## src/rtl/main_fsm_pkg.sv

```systemverilog
// Shared types and encodings for the multicycle controller state machine:
// state enum, datapath select codes, instruction classes and the control vector.
package main_fsm_pkg;

    typedef enum logic [3:0] {
        S_FETCH    = 4'd0,
        S_DECODE   = 4'd1,
        S_MEMADR   = 4'd2,
        S_MEMRD    = 4'd3,
        S_MEMWB    = 4'd4,
        S_MEMWR    = 4'd5,
        S_EXECUTER = 4'd6,
        S_EXECUTEI = 4'd7,
        S_ALUWB    = 4'd8,
        S_BRANCH   = 4'd9,
        S_UNKNOWN  = 4'd10
    } state_e;

    localparam logic [1:0] SRCA_REG      = 2'b00;
    localparam logic [1:0] SRCA_PC       = 2'b01;
    localparam logic [1:0] SRCA_ALUOUT   = 2'b10;

    localparam logic [1:0] SRCB_REG      = 2'b00;
    localparam logic [1:0] SRCB_IMM      = 2'b01;
    localparam logic [1:0] SRCB_FOUR     = 2'b10;

    localparam logic [1:0] RES_ALUOUT    = 2'b00;
    localparam logic [1:0] RES_DATA      = 2'b01;
    localparam logic [1:0] RES_ALURESULT = 2'b10;

    localparam logic [1:0] OP_DP         = 2'b00;
    localparam logic [1:0] OP_MEM        = 2'b01;
    localparam logic [1:0] OP_BR         = 2'b10;

    typedef struct packed {
        logic       ir_write;
        logic       adr_src;
        logic [1:0] alu_src_a;
        logic [1:0] alu_src_b;
        logic [1:0] result_src;
        logic       alu_op;
        logic       next_pc;
        logic       reg_w;
        logic       mem_w;
        logic       branch;
        logic       illegal;
    } ctrl_t;

    // All strobes low and all selects at code 00.
    function automatic ctrl_t ctrl_idle();
        ctrl_t c;
        c = '0;
        return c;
    endfunction

endpackage

```

## src/rtl/main_fsm_if.sv

```systemverilog
// Controller <-> datapath bundle: instruction fields and memory ready in,
// per-cycle control strobes and mux selects out.
interface main_fsm_if;

    logic [1:0] Op;
    logic [5:0] Funct;
    logic       MemRdy;

    logic       IRWrite;
    logic       AdrSrc;
    logic [1:0] ALUSrcA;
    logic [1:0] ALUSrcB;
    logic [1:0] ResultSrc;
    logic       ALUOp;
    logic       NextPC;
    logic       RegW;
    logic       MemW;
    logic       Branch;
    logic       Illegal;

    modport master (
        input  Op, Funct, MemRdy,
        output IRWrite, AdrSrc, ALUSrcA, ALUSrcB, ResultSrc,
               ALUOp, NextPC, RegW, MemW, Branch, Illegal
    );

    modport slave (
        output Op, Funct, MemRdy,
        input  IRWrite, AdrSrc, ALUSrcA, ALUSrcB, ResultSrc,
               ALUOp, NextPC, RegW, MemW, Branch, Illegal
    );

endinterface

```

## src/rtl/main_fsm_outdec.sv

```systemverilog
// Moore output decode: maps the registered state onto the control vector.
// Unused state encodings decode to an all-zero vector.
module main_fsm_outdec
    import main_fsm_pkg::*;
(
    input  state_e state_i,
    output ctrl_t  ctrl_o
);

    // State-to-control lookup; anything not named for a state stays 0.
    always_comb begin
        ctrl_o = ctrl_idle();
        case (state_i)
            S_FETCH: begin
                ctrl_o.ir_write   = 1'b1;
                ctrl_o.next_pc    = 1'b1;
                ctrl_o.alu_src_a  = SRCA_PC;
                ctrl_o.alu_src_b  = SRCB_FOUR;
                ctrl_o.result_src = RES_ALURESULT;
            end
            S_DECODE: begin
                ctrl_o.alu_src_a  = SRCA_PC;
                ctrl_o.alu_src_b  = SRCB_FOUR;
                ctrl_o.result_src = RES_ALURESULT;
            end
            S_MEMADR: begin
                ctrl_o.alu_src_a  = SRCA_REG;
                ctrl_o.alu_src_b  = SRCB_IMM;
            end
            S_MEMRD: begin
                ctrl_o.adr_src    = 1'b1;
                ctrl_o.result_src = RES_ALUOUT;
            end
            S_MEMWB: begin
                ctrl_o.result_src = RES_DATA;
                ctrl_o.reg_w      = 1'b1;
            end
            S_MEMWR: begin
                ctrl_o.adr_src    = 1'b1;
                ctrl_o.result_src = RES_ALUOUT;
                ctrl_o.mem_w      = 1'b1;
            end
            S_EXECUTER: begin
                ctrl_o.alu_src_a  = SRCA_REG;
                ctrl_o.alu_src_b  = SRCB_REG;
                ctrl_o.alu_op     = 1'b1;
            end
            S_EXECUTEI: begin
                ctrl_o.alu_src_a  = SRCA_REG;
                ctrl_o.alu_src_b  = SRCB_IMM;
                ctrl_o.alu_op     = 1'b1;
            end
            S_ALUWB: begin
                ctrl_o.result_src = RES_ALUOUT;
                ctrl_o.reg_w      = 1'b1;
            end
            S_BRANCH: begin
                ctrl_o.alu_src_a  = SRCA_ALUOUT;
                ctrl_o.alu_src_b  = SRCB_IMM;
                ctrl_o.result_src = RES_ALURESULT;
                ctrl_o.branch     = 1'b1;
            end
            S_UNKNOWN: begin
                ctrl_o.illegal    = 1'b1;
            end
            default: begin
                ctrl_o = ctrl_idle();
            end
        endcase
    end

endmodule

```

## src/rtl/main_fsm.sv

```systemverilog
// Multicycle controller: state register plus next-state logic; outputs are a
// pure decode of the state register, so every strobe is glitch-free per cycle.
module main_fsm
    import main_fsm_pkg::*;
#(
    parameter int USE_MEMRDY = 0
) (
    input  logic       clk,
    input  logic       reset,
    main_fsm_if.master bus
);

    state_e state_q;
    state_e state_d;
    ctrl_t  ctrl_s;
    logic   mem_rdy_s;
    logic   unused_funct_s;

    // Without the handshake the memory is assumed to complete in one cycle.
    assign mem_rdy_s      = (USE_MEMRDY != 0) ? bus.MemRdy : 1'b1;
    assign unused_funct_s = ^bus.Funct[4:1];

    // State register; low reset forces FETCH immediately.
    always_ff @(posedge clk or negedge reset) begin
        if (!reset) begin
            state_q <= S_FETCH;
        end else begin
            state_q <= state_d;
        end
    end

    // Next-state rules; Op/Funct are consulted only in DECODE and MEMADR.
    always_comb begin
        state_d = S_FETCH;
        case (state_q)
            S_FETCH: begin
                if (mem_rdy_s) state_d = S_DECODE;
                else           state_d = S_FETCH;
            end
            S_DECODE: begin
                case (bus.Op)
                    OP_MEM: state_d = S_MEMADR;
                    OP_DP: begin
                        if (bus.Funct[5]) state_d = S_EXECUTEI;
                        else              state_d = S_EXECUTER;
                    end
                    OP_BR:   state_d = S_BRANCH;
                    default: state_d = S_UNKNOWN;
                endcase
            end
            S_MEMADR: begin
                if (bus.Funct[0]) state_d = S_MEMRD;
                else              state_d = S_MEMWR;
            end
            S_MEMRD: begin
                if (mem_rdy_s) state_d = S_MEMWB;
                else           state_d = S_MEMRD;
            end
            S_MEMWR: begin
                if (mem_rdy_s) state_d = S_FETCH;
                else           state_d = S_MEMWR;
            end
            S_EXECUTER: state_d = S_ALUWB;
            S_EXECUTEI: state_d = S_ALUWB;
            S_MEMWB:    state_d = S_FETCH;
            S_ALUWB:    state_d = S_FETCH;
            S_BRANCH:   state_d = S_FETCH;
            S_UNKNOWN:  state_d = S_FETCH;
            default:    state_d = S_FETCH;
        endcase
    end

    main_fsm_outdec u_outdec (
        .state_i (state_q),
        .ctrl_o  (ctrl_s)
    );

    assign bus.IRWrite   = ctrl_s.ir_write;
    assign bus.AdrSrc    = ctrl_s.adr_src;
    assign bus.ALUSrcA   = ctrl_s.alu_src_a;
    assign bus.ALUSrcB   = ctrl_s.alu_src_b;
    assign bus.ResultSrc = ctrl_s.result_src;
    assign bus.ALUOp     = ctrl_s.alu_op;
    assign bus.NextPC    = ctrl_s.next_pc;
    assign bus.RegW      = ctrl_s.reg_w;
    assign bus.MemW      = ctrl_s.mem_w;
    assign bus.Branch    = ctrl_s.branch;
    assign bus.Illegal   = ctrl_s.illegal;

endmodule

```

## src/flat_wrapper.sv

```systemverilog
// flat-port wrapper written by rule: the top's interface ports become plain ports
module main_fsm_flat import main_fsm_pkg::*;
#(
    parameter int USE_MEMRDY = 0
)
  (clk, reset, bus_Op, bus_Funct, bus_MemRdy, bus_IRWrite, bus_AdrSrc, bus_ALUSrcA, bus_ALUSrcB, bus_ResultSrc, bus_ALUOp, bus_NextPC, bus_RegW, bus_MemW, bus_Branch, bus_Illegal);
  main_fsm_if bus_i ();
  input  logic clk;
  input  logic reset;
  input wire logic [$bits(bus_i.Op)-1:0] bus_Op;
  input wire logic [$bits(bus_i.Funct)-1:0] bus_Funct;
  input wire logic [$bits(bus_i.MemRdy)-1:0] bus_MemRdy;
  output wire logic [$bits(bus_i.IRWrite)-1:0] bus_IRWrite;
  output wire logic [$bits(bus_i.AdrSrc)-1:0] bus_AdrSrc;
  output wire logic [$bits(bus_i.ALUSrcA)-1:0] bus_ALUSrcA;
  output wire logic [$bits(bus_i.ALUSrcB)-1:0] bus_ALUSrcB;
  output wire logic [$bits(bus_i.ResultSrc)-1:0] bus_ResultSrc;
  output wire logic [$bits(bus_i.ALUOp)-1:0] bus_ALUOp;
  output wire logic [$bits(bus_i.NextPC)-1:0] bus_NextPC;
  output wire logic [$bits(bus_i.RegW)-1:0] bus_RegW;
  output wire logic [$bits(bus_i.MemW)-1:0] bus_MemW;
  output wire logic [$bits(bus_i.Branch)-1:0] bus_Branch;
  output wire logic [$bits(bus_i.Illegal)-1:0] bus_Illegal;
  assign bus_i.Op = bus_Op;
  assign bus_i.Funct = bus_Funct;
  assign bus_i.MemRdy = bus_MemRdy;
  assign bus_IRWrite = bus_i.IRWrite;
  assign bus_AdrSrc = bus_i.AdrSrc;
  assign bus_ALUSrcA = bus_i.ALUSrcA;
  assign bus_ALUSrcB = bus_i.ALUSrcB;
  assign bus_ResultSrc = bus_i.ResultSrc;
  assign bus_ALUOp = bus_i.ALUOp;
  assign bus_NextPC = bus_i.NextPC;
  assign bus_RegW = bus_i.RegW;
  assign bus_MemW = bus_i.MemW;
  assign bus_Branch = bus_i.Branch;
  assign bus_Illegal = bus_i.Illegal;
  main_fsm #(.USE_MEMRDY(USE_MEMRDY)) u_core (.clk(clk), .reset(reset), .bus(bus_i));
endmodule
```

## config.mk

```make
export PLATFORM = sky130hd
export DESIGN_NAME = main_fsm_flat
export DESIGN_NICKNAME = d
export VERILOG_FILES = /design/src/rtl/main_fsm_pkg.sv /design/src/rtl/main_fsm_if.sv /design/src/rtl/main_fsm_outdec.sv /design/src/rtl/main_fsm.sv /design/src/flat_wrapper.sv
export SDC_FILE = /design/constraint.sdc
export NUM_CORES = 1
export LEC_CHECK = 0
export CELL_PAD_IN_SITES_DETAIL_PLACEMENT = 1
export CELL_PAD_IN_SITES_GLOBAL_PLACEMENT = 1
export CORE_MARGIN = 2
export CORE_UTILIZATION = 21
export CTS_BUF_LIST = sky130_fd_sc_hd__clkbuf_2
export DETAILED_ROUTE_END_ITERATION = 7
export GPL_TIMING_DRIVEN = 0
export PLACE_DENSITY = 0.81
export SETUP_SLACK_MARGIN = 0.2
export SYNTH_ARGS = -nofsm -noshare
export SYNTH_HDL_FRONTEND = slang
export SYNTH_HIERARCHICAL = 1
export SYNTH_SLANG_ARGS = --single-unit
```

## constraint.sdc

```tcl
create_clock -name clk -period 1.2 [get_ports clk]
set_input_delay 0.24 -clock clk [delete_from_list [all_inputs] [get_ports clk]]
set_output_delay 0.24 -clock clk [all_outputs]
set_load 0.05 [all_outputs]
```

Word level (Yosys, flattened, before mapping) --
Cells that the tools add are included.
Storage, ports and cells: word-level logic and storage cells 34, register bits after elaboration 4, bits of input ports 11
Cells by class: equal/unequal tests 12, reduce and logical (&&, ||, !) cells 8, multiplexer cells 13
Operator list (number):
- 4-bit case mux with 3 select lines | 2
- 4-bit case mux with 5 select lines | 1
- 4-bit by 3-bit == test with 1-bit output, second input constant | 4
- 4-bit == test, second input constant | 3
- 2-bit OR reduction | 5
- 4-bit by 2-bit == test with 1-bit output, second input constant | 2
- 1-bit 2-to-1 mux | 8
- 4-bit by 1-bit == test with 1-bit output, second input constant | 1
- 4-bit logical NOT | 1
- 2-bit case mux with 2 select lines | 1
- 3-bit 2-to-1 mux | 1
- 3-bit OR reduction | 1
- 2-bit by 1-bit == test with 1-bit output, second input constant | 1
- 2-bit == test, second input constant | 1
- 2-bit logical NOT | 1

Depth between registers and ports, before layout --
depth in word-level cells 3, depth in mapped cells 3

Cells and area by module --
Netlist, hierarchy kept.
By module, submodules not included:
- main_fsm | cells an instance 19, instances 1, area an instance 185.2 µm²
- main_fsm_outdec | cells an instance 23, instances 1, area an instance 175.2 µm²

Worst setup path after synthesis --
Ideal clock, no wire load.
kind register to output, start point register u_core.state_q[1], end point output port bus_IRWrite, arrival time 2627 ps, buffers on the path 2, stages on the path, launching flop included 4, setup slack -1667 ps, data required time 960 ps, cells stage by stage dfrtp_1 > buf_4 > nor4_1 > buf_4
Between the ends: cells in the longest elaborated chain, start to end 2
Ends and longest elaborated chain:
- start, declared | line main_fsm.sv:13 | state_e state_q;
- start signal, assigned | line main_fsm.sv:28 | state_q <= state_d;
- 4-bit logical NOT
- 1-bit 2-to-1 mux
- end, declared | line flat_wrapper.sv:13 | output wire logic [$bits(bus_i.IRWrite)-1:0] bus_IRWrite;
No other way between the ends.

Final worst setup path --
start point register u_core.state_q[3], end point output port bus_ALUSrcB[0]
Between the ends: cells in the longest elaborated chain, start to end 3, elaborated cells on any way between the ends 8
Ends and longest elaborated chain:
- 4-bit by 3-bit == test with 1-bit output, or another cell as far along | line main_fsm_outdec.sv:13 | case (state_i)
- 2-bit OR reduction (no source line)
- 4-bit case mux with 3 select lines * | line main_fsm_outdec.sv:13
- end, declared | line flat_wrapper.sv:16 | output wire logic [$bits(bus_i.ALUSrcB)-1:0] bus_ALUSrcB;
Mark *: on every way between the ends. The rest lies on a longest branch, timed or not.

==> impl_metrics.py <==
metrics = {
    "outcome": {
        "outcome": "finished, violations left",
        "violations": "negative setup slack",
    },
    "synthesis": {
        "post-synth-top-area-fraction_pct": 27.8,
        "syn_inst": 42,
        "ys_seq_elements": 4,
        "syn_avg_cell_area_um2": 8.58,
        "syn_nets": 53,
        "ys_warn_count": 6,
        "synth_seq_area_share_pct": 27.8,
        "synth_area_leaders": "dfrtp_1, nor3_1, a211oi_1",
        "syn-cell-area_um2": 360,
        "synth_top_area_cell": "dfrtp_1",
        "ys_types": 23,
    },
    "timing": {
        "tns_ps": -5510,
        "finClkSkew_ps": 12.8,
        "worst_slack_ps": -500,
        "hold_viol": 0,
        "max_freq_mhz": 588,
        "grt_setup_unrepaired": "true",
        "worst_pin_slew_ps": 288,
        "maxSlewHeadroom_pct": 80.7,
        "fin_crit_ps": 1700,
        "slew_violations": 0,
        "hold-worst-slack_ps": 203,
        "fin_crit_sh_pct": 142,
        "setup_viol": 15,
    },
    "place": {
        "gp_congestion": 0.669,
        "numPortBuffers": 19,
    },
    "layout": {
        "fin_nets": 96,
        "utilization_pct": 61.9,
        "largest_register_ffs": 4,
        "largest-register": "u_core/state_q",
        "drive_above_1_share_pct": 76.2,
        "num_antenna_cells": 0,
        "synthToLayoutAreaGrowth_pct": 168,
        "reg_top3": "u_core/state_q (4)",
    },
    "floorplan": {
        "rows": 14,
        "die-area_um2": 2060,
        "die_y_um": 45.4,
        "core_um2": 1560,
        "ioPinCount": 25,
        "start_util_pct": 23.1,
        "die_w_um": 45.4,
    },
    "setup_path": {
        "crit_type": "reg -> out",
        "cp-start-kind": "register",
        "r2r-end": "u_core/state_q[0]",
        "crit_path_end_kind": "output port",
        "worstPathRequired_ps": 960,
        "reg2reg_depth": 5,
        "crit_path_max_fanout": 10,
        "r2r_slack_ps": -10,
        "r2r_start": "u_core/state_q[1]",
        "crit_arrival_ps": 1460,
    },
    "detailed_routing": {
        "dr.first_iter.drc_count": 1,
        "wl_per_cell_um": 15.0,
        "drcViolationCount": 0,
        "avgViaCountPerCell": 5.01,
        "via_count": 501,
        "detail-route-antenna-nets": 0,
        "dr.pass1.iters": 2,
        "wl_um": 1500,
    },
    "clock_tree": {
        "clock_sinks": 4,
        "clk_pin_slew_ps": 70,
        "clockRootBuffer": "clkbuf_2",
        "clk_latency_ps": 230,
        "numCtsBuffers": 3,
        "cts.path.max_buffers": 2,
        "ctsHoldBuffers": 0,
        "htree_levels": 1,
        "cts_tree": "yes",
    },
    "global_routing": {
        "grt_pass1_wl_um": 2020,
        "grt_usage_pct": 14.1,
        "grt_max_degree": 11,
        "grt.overflow.total": 0,
        "antenna_found_initial": 0,
        "grt_pass1_vias": 463,
    },
    "worst_hold_path": {
        "hold_path_class": "in -> async",
    },
    "flow_run": {
        "drv_cap": 0,
    },
}
==> through the flow <==
| stage | area (µm²) | std cells | setup slack (ps) |
|---|---|---|---|
| global route | 965 | 100 | -539 |
| finish | 965 | 100 | -500 |
| detailed placement | 669 | 77 | -895 |
| global placement | 669 | 77 | -892 |
| floorplan | 459 | 42 | -564 |
| CTS | 841 | 94 | -493 |
==> worst max-delay path by stage <==
stage / start / to / cells past startpoint
6_report: u_core/state_q[3] / bus_ALUSrcB[0] / 4
5_1_grt: u_core/state_q[3] / bus_ALUSrcB[0] / 4
4_1_cts: u_core/state_q[3] / bus_ALUSrcB[0] / 4
3_5_place_dp: u_core/state_q[3] / bus_ALUSrcB[0] / 4
3_3_place_gp: u_core/state_q[3] / bus_ALUSrcB[0] / 4
2_1_floorplan: u_core/state_q[2] / bus_IRWrite / 3
==> cell families (layout without fill, tap and decap cells) <==
| logic type | after synthesis | in the layout | synth area share [%] |
|---|---|---|---|
| and+or+nand+nor | 22 | 22 | 40.6 |
| AOI/OAI and AO/OA | 7 | 7 | 13.5 |
| buffers and inverters | 7 | 49 | 13.2 |
| DFF | 4 | 4 | 27.8 |
| xor gates and xnor gates | 2 | 2 | 4.86 |
==> layout make-up <==
class | instances | area (µm²)
fillers | 167 | 594
repair buffers | 38 | 398
multi-input cells | 31 | 343
flip-flops and latches | 4 | 104
plain buffers | 6 | 76.3
clock buffers | 4 | 20.0
well taps | 16 | 20.0
inverters | 1 | 3.75
==> routing by layer <==
layer	track usage, %	wire length, µm
met1	13.9	523
met2	26.5	867
met3	2.38	68
met4	8.82	37
met5	0	0
==> placed cells by master (no fill, tap or decap), types with 2 or more instances in the layout <==
| master | synthesis | layout |
|---|---|---|
| buf_6 | 1 | 15 |
| nor2_1 | 3 | 3 |
| nor3_2 | 0 | 2 |
| dfrtp_2 | 0 | 3 |
| buf_4 | 3 | 16 |
| clkbuf_2 | 0 | 4 |
| nand3b_1 | 2 | 2 |
| nor3_4 | 0 | 3 |
| buf_8 | 0 | 6 |
| clkdlybuf4s50_1 | 0 | 5 |
| a211oi_1 | 3 | 2 |
| nand2b_1 | 3 | 2 |
==> cell usage after synthesis <==
cell type  n
buf_2      2
o21ai_1    1
a21oi_1    1
and4bb_1   1
and4bb_2   1
dfrtp_1    4
nand3_1    1
nor4bb_1   1
nand3b_1   2
a22oi_1    1
nor4b_1    1
inv_1      1
nor4_1     1
buf_6      1
nand2_1    1
buf_4      3
a211oi_1   3
nor3_1     6
a211o_1    1
nor2_1     3
nand2b_1   3
and3b_4    1
xnor2_1    2
==> worst max-delay path, stage by stage (launching register included) <==
cell and delay [ps]:
dfrtp_1 400, buf_6 170, and4bb_2 240, a211o_4 270
buf_8 150
==> what timing repair did <==
action                     4_1_cts  5_1_grt
hold endpoints to repair         0        0
gates cloned                     0        1
gates resized for setup        109       11
setup endpoints to repair       15       18
pin swaps                        3        3
buffers inserted                13        5
Power is left out: the tool's default activity adds up to more than one toggle a clock period on the data nets, which glitch-free logic cannot reach.
